<file path="config.mk">
export PLATFORM = sky130hd
export DESIGN_NAME = unified_mem_arbiter
export DESIGN_NICKNAME = d
export VERILOG_FILES = /design/src/rtl/unified_mem_arbiter.sv
export SDC_FILE = /design/constraint.sdc
export NUM_CORES = 1
export LEC_CHECK = 0
export ABC_AREA = 1
export CAP_MARGIN = 10
export CORE_AREA = 2 2 103 105
export DETAILED_ROUTE_END_ITERATION = 6
export DIE_AREA = 0 0 105 107
export SLEW_MARGIN = 20
export SYNTH_ARGS = -nofsm -noshare
export SYNTH_HDL_FRONTEND = slang
export SYNTH_SLANG_ARGS = --single-unit
</file>
<file path="constraint.sdc">
create_clock -name clk -period 2.66 [get_ports clk]
set_input_delay 0.798 -clock clk [delete_from_list [all_inputs] [get_ports clk]]
set_output_delay 0.798 -clock clk [all_outputs]
set_load 0.05 [all_outputs]
</file>
<file path="src/rtl/unified_mem_arbiter.sv">
// unified_mem_arbiter: shares one single-ported memory between the fetch port
// and the load/store port. Data wins by default; a starvation counter forces a
// fetch grant after MAX_STARVE consecutive fetch losses. Read ownership rides
// a READ_LATENCY-deep tag pipeline so each response returns to its issuer.
module unified_mem_arbiter #(
    parameter int DATA_WIDTH   = 32,
    parameter int ADDR_WIDTH   = 32,
    parameter int READ_LATENCY = 1,
    parameter int MAX_STARVE   = 3
) (
    input  logic                  clk,
    input  logic                  rst,
    input  logic                  if_req_valid,
    input  logic [ADDR_WIDTH-1:0] if_req_addr,
    output logic                  if_req_ready,
    output logic                  if_resp_valid,
    output logic [DATA_WIDTH-1:0] if_resp_data,
    input  logic                  d_req_valid,
    input  logic                  d_req_we,
    input  logic [ADDR_WIDTH-1:0] d_req_addr,
    input  logic [DATA_WIDTH-1:0] d_req_wdata,
    output logic                  d_req_ready,
    output logic                  d_resp_valid,
    output logic [DATA_WIDTH-1:0] d_resp_data,
    output logic                  mem_en,
    output logic                  mem_we,
    output logic [ADDR_WIDTH-1:0] mem_addr,
    output logic [DATA_WIDTH-1:0] mem_wdata,
    input  logic [DATA_WIDTH-1:0] mem_rdata,
    output logic                  stall
);

    localparam int SW = $clog2(MAX_STARVE + 1);
    localparam int RL = READ_LATENCY;

    logic [SW-1:0] starve_q, starve_d;
    logic [RL-1:0] vld_q, vld_d;   // tag valid per stage
    logic [RL-1:0] own_q, own_d;   // tag owner per stage: 0 = fetch, 1 = data

    logic starve_hit;
    logic if_gnt, d_gnt, rd_gnt;

    // Arbitration: data first unless fetch has lost MAX_STARVE times in a row;
    // nothing is granted while reset is held.
    always_comb begin
        starve_hit = (starve_q == SW'(MAX_STARVE));
        if_gnt     = ~rst & if_req_valid & (~d_req_valid | starve_hit);
        d_gnt      = ~rst & d_req_valid & ~if_gnt;
        rd_gnt     = if_gnt | (d_gnt & ~d_req_we);
    end

    // Memory command mux from the granted port; idle cycles drive zeros.
    always_comb begin
        mem_en    = if_gnt | d_gnt;
        mem_we    = 1'b0;
        mem_addr  = '0;
        mem_wdata = '0;
        if (if_gnt) begin
            mem_addr = if_req_addr;
        end else if (d_gnt) begin
            mem_we    = d_req_we;
            mem_addr  = d_req_addr;
            mem_wdata = d_req_wdata;
        end
    end

    // Starvation counter next state: count fetch losses, saturate, clear on
    // a fetch grant or when fetch is not requesting.
    always_comb begin
        starve_d = starve_q;
        if (!if_req_valid || if_gnt)
            starve_d = '0;
        else if (!starve_hit)
            starve_d = starve_q + SW'(1);
    end

    // Tag pipeline next state: stage 0 takes this cycle's read grant, the
    // rest shift unconditionally (the memory cannot be back-pressured).
    always_comb begin
        vld_d    = '0;
        own_d    = '0;
        vld_d[0] = rd_gnt;
        own_d[0] = d_gnt;
        for (int i = 1; i < RL; i++) begin
            vld_d[i] = vld_q[i-1];
            own_d[i] = own_q[i-1];
        end
    end

    // State registers; reset flushes in-flight tags so no stale response escapes.
    always_ff @(posedge clk or posedge rst) begin
        if (rst) begin
            starve_q <= '0;
            vld_q    <= '0;
            own_q    <= '0;
        end else begin
            starve_q <= starve_d;
            vld_q    <= vld_d;
            own_q    <= own_d;
        end
    end

    // Handshake, stall and response routing from the last tag stage.
    always_comb begin
        if_req_ready  = if_gnt;
        d_req_ready   = d_gnt;
        stall         = ~rst & ((if_req_valid & ~if_gnt) | (d_req_valid & ~d_gnt));
        if_resp_valid = vld_q[RL-1] & ~own_q[RL-1];
        d_resp_valid  = vld_q[RL-1] &  own_q[RL-1];
        if_resp_data  = mem_rdata;
        d_resp_data   = mem_rdata;
    end

endmodule

</file>
==> results of run 1 <==
==> registers in the layout, summed over array words and instances (netlist names) <==
register and flops:
starve_q 2, vld_q 1, own_q 1
==> worst paths after layout <==
path | to | slack [ns] | depth (start not counted)
setup / recovery | mem_addr[29] | 0.08 | 8
hold / removal | starve_q[0]$_DFFE_PP0P_ | 0.56 | 2
setup reg to reg | starve_q[1]$_DFFE_PP0P_ | 1.23 | 8
hold reg to reg | starve_q[0]$_DFFE_PP0P_ | 0.56 | 2
max in group asynchronous | starve_q[0]$_DFFE_PP0P_ | 1.99 | 3
min in group asynchronous | vld_q$_DFF_PP0_ | 0.57 | 3
==> repair_timing <==
action                     CTS  global route
cloned                       4             4
gates resized for setup     46            66
pin swaps                    1            11
setup endpoints to repair   69            64
buffers inserted             2             1
==> through the flow <==
step,utilization,std cells,setup slack [ns]
after floorplan,-,270,-0.09362
after global placement,0.2792,509,-0.2680
after detailed placement,0.2792,509,-0.2670
after CTS,0.3090,518,0.0002793
after global routing,0.3351,522,0.006416
final,0.3351,522,0.07673
==> layer usage <==
metal  routed length [um]  vias up  track usage
met5                    0        -            0
met4                  200        0      0.04571
met3                  517       24      0.02432
met2                 3896      100       0.2092
met1                 2839      917       0.1198
li1                     -      995            -
==> cells by family after synthesis <==
family	count (synthesis)	synth area share
AND/OR/NAND/NOR	142	0.4218
buffers and inverters	120	0.4897
flip-flops	4	0.06617
AO/OA/AOI/OAI	2	0.008270
XOR/XNOR	1	0.005791
adder cells (fa/ha/maj)	1	0.008270
==> tightest hold or removal path, stage by stage (launching register included) <==
cell     delay [ns]
dfrtp_1        0.35
xor2_1         0.08
nor2_1         0.09
==> power groups by stage <==
stage	Sequential [uW]	Combinational, uW	Clock [uW]
4_1_cts	71.0	650	134
5_1_grt	71.5	725	138
2_1_floorplan	71.0	572	0
3_5_place_dp	71.6	595	0
3_3_place_gp	71.3	590	0
6_report	71.0	690	129
==> layout make-up <==
class	count	share of cell area
Inverter	41	0.04772
Clock buffer	3	0.01221
Multi-Input combinational cell	146	0.2260
Tap cell	136	0.05031
Timing Repair Buffer	192	0.6341
Sequential cell	4	0.02960
==> layout by cell type, fill, tap and decap left out, types with 2 or more instances in the layout <==
| cell type | n |
|---|---|
| clkbuf_16 | 3 |
| dfrtp_1 | 4 |
| nand3_1 | 60 |
| clkdlybuf4s50_1 | 99 |
| buf_6 | 62 |
| clkbuf_8 | 3 |
| nand2_2 | 3 |
| buf_4 | 13 |
| buf_12 | 8 |
| nand2_8 | 2 |
| inv_2 | 2 |
| nor2_2 | 17 |
| buf_16 | 3 |
| inv_1 | 38 |
| nand2_1 | 34 |
| buf_8 | 2 |
| nand3_2 | 4 |
| nor2_1 | 20 |
==> key figures, run 1 <==
Clocking
  – Hold-fix buffers, CTS: 0
  – Sink Count: 4
  – Clock-pin slew on the worst setup and hold paths: 0.03 ns
  – Num CTS Buffers: 3
  – H-tree Lvls: 1
  – Skew-Pair Late Insertion Delay: 0.22 ns
  – Root Buffer: clkbuf_8
  – Clock Tree Buf Depth: 2
  – CTS tree: done

Synth
  – Cell variety after synth: 16
  – Post-synth top area share: 0.3424
  – Main synth FF type: dfrtp_1
  – Syn Area/Cell: 5.603 um2
  – Count leader, synth: buf_4
  – Synthesized net count: 404
  – Synthesized cell area: 0.001513 mm2
  – Most common library cells after synthesis: 69 x buf_4, 64 x nand3_1, 39 x inv_1, 37 x nand2_1, 37 x nor2_1
  – Synthesis Warnings: 0
  – EDFF count, synth: 0
  – Async SR Flop Fraction: 1.000
  – Sequential area share after synthesis: 0.06617
  – Synthesized flop and latch total: 4
  – Area contributors post-synth: buf_4 34%, nand3_1 21%, inv_1 9.7%, nand2_1 9.2%, nor2_1 9.2%
  – Leading area contributor after synthesis: buf_4
  – Post-synthesis instance total: 270

Timing
  – Fin crit period: 2.583 ns
  – Period utilisation layout: 0.9712
  – Slew Limit Headroom: 0.6712
  – Hold slack: 0.5644 ns
  – Final hold violation count: 0
  – Max Clock Freq: 387.1 MHz
  – Slew Viols, Final: 0
  – Fin Setup TNS: 0 ns
  – Slew of the pin with the lowest slew margin: 0.4916 ns
  – RSZ-0062 raised after global routing: no
  – # setup viols final: 0
  – Clock Skew: 0.003058 ns

Pwr
  – Part of the power in combinational logic: 0.775
  – Pwr dens: 263.2 mW/mm2
  – Total Power: 890.2 uW
  – LEAKAGE: 0.001691 uW
  – Sequential share of power: 0.080
  – NetSw: 406.2 uW
  – Clk pwr share: 0.145
  – VDD IR max: 0.1379 mV
  – P_int: 484.1 uW
  – Sw frac: 0.4563

Route
  – Vias/cell: 3.900
  – Initial DRC count: 79
  – DRC: 0
  – Drt total wl: 7453 um
  – Per-cell routed wire length: 14.28 um
  – Pre-antenna DRT Iters: 7
  – Remaining antenna violation count: 0
  – Via count: 2036

Setup path
  – Startpoint types: input port
  – Crit. Startpoint: if_req_valid
  – Worst Setup End Kind: output port
  – Worst-path cell chain: buf_6 > inv_2 > nor2_4 > buf_6 > buf_12 > nand3_1 > nand2_1 > buf_4
  – Crit path top cell by count: buf_6
  – Reg2Reg Launch Point: starve_q[0]$_DFFE_PP0P_
  – Critical Path AT: 1.79 ns
  – CP Buf/Inv Count: 5
  – Slowest stage delay, CP: 0.25 ns
  – Worst path slowest cell: nor2_4
  – Critical path peak fanout: 8
  – Worst Setup Path Type: in -> out
  – Top cell family by delay on the critical path: buffers and inverters
  – Crit path required time: 1.86 ns

Die
  – Vert. Die Dim: 107 um
  – Core area: 0.01009 mm2
  – Starting Density: 0.1499
  – Rows: 37
  – Die W: 105 um
  – Die Area: 0.01124 mm2
  – IO Pins: 268

Finish
  – P&R area growth vs syn: 123.6%
  – Final design instance area without fill: 0.003382 mm2
  – Register area: 100.1 um2
  – Final #Nets: 522
  – Diode count: 0
  – Share of post-route cells with drive strength above 1: 0.3290
  – Fillers: 1096
  – Area occupied by multi-input gates: 764.5 um2

GRT
  – Remaining Overflow, GRT: 0
  – Overall Global Routing Usage: 0.1112
  – Initial antenna violation count: 0
  – First-pass GRT wire length: 9839 um
  – Vias in the first global route: 1932
  – Largest net degree at the start of global routing: 34

Min path
  – Worst hold path startpoint: starve_q[0]$_DFFE_PP0P_
  – Hold Path Class: reg -> reg

Placed design
  – IO buf count: 171
  – Post-DP HPWL: 5048 um
  – Placer Congestion: 0.7983
  – Placed Instance Area: 0.002818 mm2

Job
  – # Max-Cap Violations: 0

Status
  – Status: complete, no violations
No activity file was read; power rests on OpenSTA's default activity.
==> run 2, diff against run 1 <==
Settings changed: CELL_PAD_IN_SITES_DETAIL_PLACEMENT from default to 0, CELL_PAD_IN_SITES_GLOBAL_PLACEMENT from default to 2, CORE_AREA 2 2 103 105 to default, CORE_MARGIN from default to 1.5, CORE_UTILIZATION from default to 10, DIE_AREA 0 0 105 107 to default, MAX_ROUTING_LAYER from default to met4, PLACE_DENSITY_LB_ADDON from default to 0.1.
==> run 2 against run 1 <==
Net effect: the run now ends with design-rule violations left; final cell count rose by 11%; flip-flop and latch count did not move; via count rose by 0.54%; worst hold slack barely moved; highest routed layer unchanged; core utilization fell by 9.3 points; largest cell class unchanged; sequential power barely moved; total power rose by 12%; global-route usage fell by 1.8 points; critical endpoint is now mem_addr[28].
==> key figures, run 2 (synthesis gave the netlist of run 1 again) <==
Status
  – Status: complete, but fails checks
  – Failing checks: design-rule violations

Min path
  – Hold Path Class: reg -> reg

Setup path
  – Slowest stage delay, CP: 0.22 ns (-0.03 ns)
  – Top cell family by delay on the critical path: buffers and inverters
  – Worst path slowest cell: buf_4
  – Worst Setup End Kind: output port
  – Critical Path AT: 1.80 ns (about the same)
  – Worst-path cell chain: clkdlybuf4s15_2 > nand2_2 > buf_4 > buf_4 > nand3_1 > nand2_1 > buf_6
  – Critical path peak fanout: 17 (+9)
  – Worst Setup Path Type: in -> out
  – Startpoint types: input port
  – CP Buf/Inv Count: 4 (-1)
  – Crit path required time: 1.86 ns (about the same)
  – Crit path top cell by count: buf_4

Timing
  – Slew of the pin with the lowest slew margin: 0.5146 ns (+0.02300 ns)
  – Final hold violation count: 0 (unchanged)
  – Hold slack: 0.5647 ns (+0.0002970 ns)
  – Clock Skew: 0.001075 ns (-0.001983 ns)
  – Max Clock Freq: 384.7 MHz (-0.61%)
  – RSZ-0062 raised after global routing: yes
  – Period utilisation layout: 0.9771 (+0.005983)
  – Fin Setup TNS: 0 ns (unchanged)
  – Fin crit period: 2.599 ns (+0.01592 ns)
  – Slew Viols, Final: 0 (unchanged)
  – # setup viols final: 0 (unchanged)
  – Slew Limit Headroom: 0.6559 (-0.01538)

Die
  – Starting Density: 0.1033 (-0.04659)
  – Die W: 126.0 um (+20%)
  – Vert. Die Dim: 126.0 um (+18%)
  – IO Pins: 268 (unchanged)
  – Die Area: 0.01587 mm2 (+41%)
  – Rows: 44 (+19%)
  – Core area: 0.01464 mm2 (+45%)

Finish
  – Fillers: 1638 (+49%)
  – Final Non-Filler Cells: 581 (+11%)
  – Final #Nets: 533 (+2.1%)
  – Biggest registers after layout: starve_q: 2 flops, own_q: 1 flops, vld_q: 1 flops
  – Max reg flops: 2 (unchanged)
  – Most flop-heavy register: starve_q
  – Post-layout util: 0.2417 (-0.09340)
  – Most frequent cells in the layout: 99 x clkdlybuf4s50_1, 64 x nand3_1, 63 x buf_6, 37 x inv_1, 35 x nand2_1
  – Share of post-route cells with drive strength above 1: 0.3778 (+0.04882)
  – P&R area growth vs syn: 134.0%
  – Commonest non-fill, non-tap cell in the layout: clkdlybuf4s50_1
  – Diode count: 0 (unchanged)

Clocking
  – Skew-Pair Late Insertion Delay: 0.22 ns (about the same)
  – CTS tree: done
  – Clock-pin slew on the worst setup and hold paths: 0.03 ns (about the same)
  – H-tree Lvls: 1 (unchanged)
  – Num CTS Buffers: 3 (unchanged)
  – Sink Count: 4 (unchanged)
  – Clock Tree Buf Depth: 2 (unchanged)
  – Root Buffer: clkbuf_16

GRT
  – Initial antenna violation count: 0 (unchanged)
  – Remaining Overflow, GRT: 0 (unchanged)
  – Largest net degree at the start of global routing: 18 (-47%)
  – Vias in the first global route: 2200 (+14%)
  – Overall Global Routing Usage: 0.09304 (-0.01814)
  – First-pass GRT wire length: 11310 um (+15%)

Route
  – Per-cell routed wire length: 12.81 um (-10%)
  – Initial DRC count: 52 (-34%)
  – Via count: 2047 (+0.54%)
  – Remaining antenna violation count: 0 (unchanged)
  – Vias/cell: 3.523 (-9.7%)
  – Pre-antenna DRT Iters: 7 (unchanged)
  – Drt total wl: 7444 um (-0.12%)
  – DRC: 11 (+11)

Placed design
  – Placer Congestion: 0.6565 (-18%)
  – Placed Cells: 564 (+11%)
  – Post-DP HPWL: 5719 um (+13%)
  – IO buf count: 171 (unchanged)

Pwr
  – Total Power: 995.7 uW (+12%)
  – LEAKAGE: 0.001745 uW (+3.2%)
  – VDD IR max: 0.1360 mV (-1.3%)
  – Pwr dens: 281.3 mW/mm2 (+6.9%)

Job
  – # Max-Cap Violations: 0 (unchanged)
## run 2: changes by cell type in the layout (fill, tap and decap cells not counted), sizes merged
cell           delta
buf              +14
clkdlybuf4s15     +1
clkbuf            -4
## run 2: worst register-to-register path: stages (launching register included)
cell     delay (ns)
dfrtp_1        0.38
ha_1           0.25
inv_2          0.09
nand2_2        0.08
nand2_4        0.10
buf_6          0.11
buf_4          0.09
buf_4          0.11
o21ai_0        0.10
## run 2: per-layer routing
| metal | part of all wire | routed length, um | vias to the layer above | GRT usage |
|---|---|---|---|---|
| li1 | - | - | 1018 | - |
| met2 | 0.56 | 4180 | 94 | 0.1875 |
| met5 | 0 | 0 | - | - |
| met3 | 0.065 | 481 | 15 | 0.02082 |
| met4 | 0.0077 | 57 | 0 | 0.02164 |
| met1 | 0.37 | 2724 | 920 | 0.08880 |
## run 2: report_power, final
| part | total, uW | internal, uW | switching [uW] |
|---|---|---|---|
| sequential | 70.9 | 67.5 | 3.37 |
| clock | 230 | 192 | 38.2 |
| combinational | 695 | 326 | 369 |
| total | 996 | 585 | 410 |
## run 2: what timing repair did
item	in CTS	in global routing
setup endpoints to repair	69	39
resized for setup	115	2
hold buffers	0	0
pin swaps	5	2
cloned	3	0
buffers inserted	11	0
## run 2: through the flow
stage          area (um2)  setup slack [ns]
2_1_floorplan        1513          -0.09362
3_3_place_gp         2943           -0.3645
3_5_place_dp         2943           -0.3318
4_1_cts              3545           0.04130
5_1_grt              3540          -0.02876
6_report             3540           0.06081
## run 2: final timing paths
| kind | startpoint | end | slack [ns] | cells past startpoint |
|---|---|---|---|---|
| max in group asynchronous | rst | own_q$_DFF_PP0_ | 1.98 | 3 |
| worst max-delay path | d_req_valid | mem_addr[28] | 0.06 | 7 |
| min in group asynchronous | rst | starve_q[1]$_DFFE_PP0P_ | 0.57 | 3 |
| worst min-delay path | starve_q[0]$_DFFE_PP0P_ | starve_q[0]$_DFFE_PP0P_ | 0.56 | 2 |
| worst max register to register | starve_q[0]$_DFFE_PP0P_ | vld_q$_DFF_PP0_ | 1.21 | 8 |
| worst min register to register | starve_q[0]$_DFFE_PP0P_ | starve_q[0]$_DFFE_PP0P_ | 0.56 | 2 |
## run 2: area by class of cell
cell class | instances | area, um2 | share of cell area
Timing Repair Buffer | 203 | 2205 | 0.6228
Multi-Input combinational cell | 146 | 773.2 | 0.2185
Tap cell | 184 | 230.2 | 0.06504
Inverter | 41 | 156.4 | 0.04419
Sequential cell | 4 | 100.1 | 0.02828
Clock buffer | 3 | 75.07 | 0.02121
==> patch, RTL diff (config.mk and constraints of run 1) <==
Set the parameter `ADDR_WIDTH` to 40 (it was 32).
--- a/src/rtl/unified_mem_arbiter.sv
+++ b/src/rtl/unified_mem_arbiter.sv
@@ -4,7 +4,7 @@
 // a READ_LATENCY-deep tag pipeline so each response returns to its issuer.
 module unified_mem_arbiter #(
     parameter int DATA_WIDTH   = 32,
-    parameter int ADDR_WIDTH   = 32,
+    parameter int ADDR_WIDTH   = 40,
     parameter int READ_LATENCY = 1,
     parameter int MAX_STARVE   = 3
 ) (
Ports: changed (resized d_req_addr, if_req_addr and mem_addr); port bits go from 268 to 292. The function was not compared with the original's and may differ.
==> patch against run 1 <==
  * Area after synthesis rose by 8.8%
  * Hold slack worse by 0.018 ns
  * Routed wire length up 12%
  * Sequential cell count unchanged
  * Via count grew 13%
  * Worst setup slack worse by 0.058 ns
  * Core utilization rose by 3.6 points
  * Total power rose by 9.2%
  * Combinational power grew 12%
  * Cell area up 11%
  * Critical endpoint is now mem_wdata[19]
  * Largest cell class unchanged
  * Largest power group unchanged
==> patch: results <==
group,metric,value,unit
place,routabilityCongestion,0.710,
power,leakage,1.89,nW
place,port-buffer-count,195,
grt,grt_use_total,14.1,%
grt,grt_first_pass_wirelength,12800,microns
routing,drt-initial-drc-count,103,
synthesis,ys_seq_area_share,6.08,%
synthesis,synth-xor-area-share,0.532,%
timing,finalClockSkew,0.00234,ns
critical_path,r2r_slack,1.25,ns
cells_and_area,fill_cells,1075,
power,p_seq,71.5,uW
routing,vias_per_cell,4.01,
synthesis,postSynthAreaPerCell,5.52,sq um
critical_path,crit_arrival,1.84,ns
synthesis,synth_ff_type,"dfrtp_1",
synthesis,synth_fa_ha_area_share,0.760,%
synthesis,ys_top_cells_by_count,"nand3_1, buf_4, nand2_1",
timing,hold_slack,0.546,ns
place,dp_hpwl,5520,microns
timing,maxSlewHeadroom,65.3,%
grt,grt_pass1_vias,2493,
cells_and_area,final_cells,575,
synthesis,synth_area_leaders,"buf_4, nand3_1, nand2_1",
power,power.switching,454,uW
routing,drt-pass1-iter-count,4,
power,pg_comb,775,uW
place,place_area,0.00313,sq mm
grt,grt_max_degree,31,
cells_and_area,drive_gt1_share,32.1,%
timing,layout_min_cycle_time,2.64,ns
cells_and_area,fin_util,37.1,%
power,max-vdd-ir-drop,0.198,mV
critical_path,slowest_stage,"nor2_4",
outcome,outcome,"finished clean",
critical_path,cpPeakStageDelay,0.21,ns
power,power.density,260,mW/mm^2
routing,drtAntennaViolNets,0,
synthesis,syn_nets,448,
place,place_inst,558,
place,pre_cts_ws,-0.341,ns
min_path,hold_class,"in -> async",
synthesis,synth-compound-area-share,0.760,%
cells_and_area,fin_nets,591,
routing,wl_per_cell,14.5,microns
patch: final timing paths:
kind,from,endpoint
setup / recovery,rst,mem_wdata[19]
hold / removal,rst,vld_q
setup reg to reg,starve_q[0],own_q
hold reg to reg,starve_q[0],starve_q[0]
max in group asynchronous,rst,own_q
min in group clk,starve_q[0],starve_q[0]
patch: cell type report:
type | instances | area share (%)
tap | 136 | 4.54
clock buffer | 3 | 1.10
sequential | 4 | 2.67
timing repair buffer | 218 | 62.1
inverter | 41 | 4.18
multi-input combinational | 173 | 25.4
patch: metal layers:
metal / vias to the layer above / global-route usage, % / part of all wire [%]
li1: 1151 / - / -
met1: 1034 / 14.7 / 36
met2: 110 / 28.5 / 55
met3: 12 / 3.47 / 8.0
met4: 0 / 2.38 / 0.80
met5: - / 0 / 0
patch: repair_timing:
action	in CTS	in global routing
gates resized for setup	81	27
setup endpoints to repair	77	51
hold endpoints to repair	0	0
pin swaps	5	7
setup buffers	6	1
hold buffers	0	0
cloned	7	0
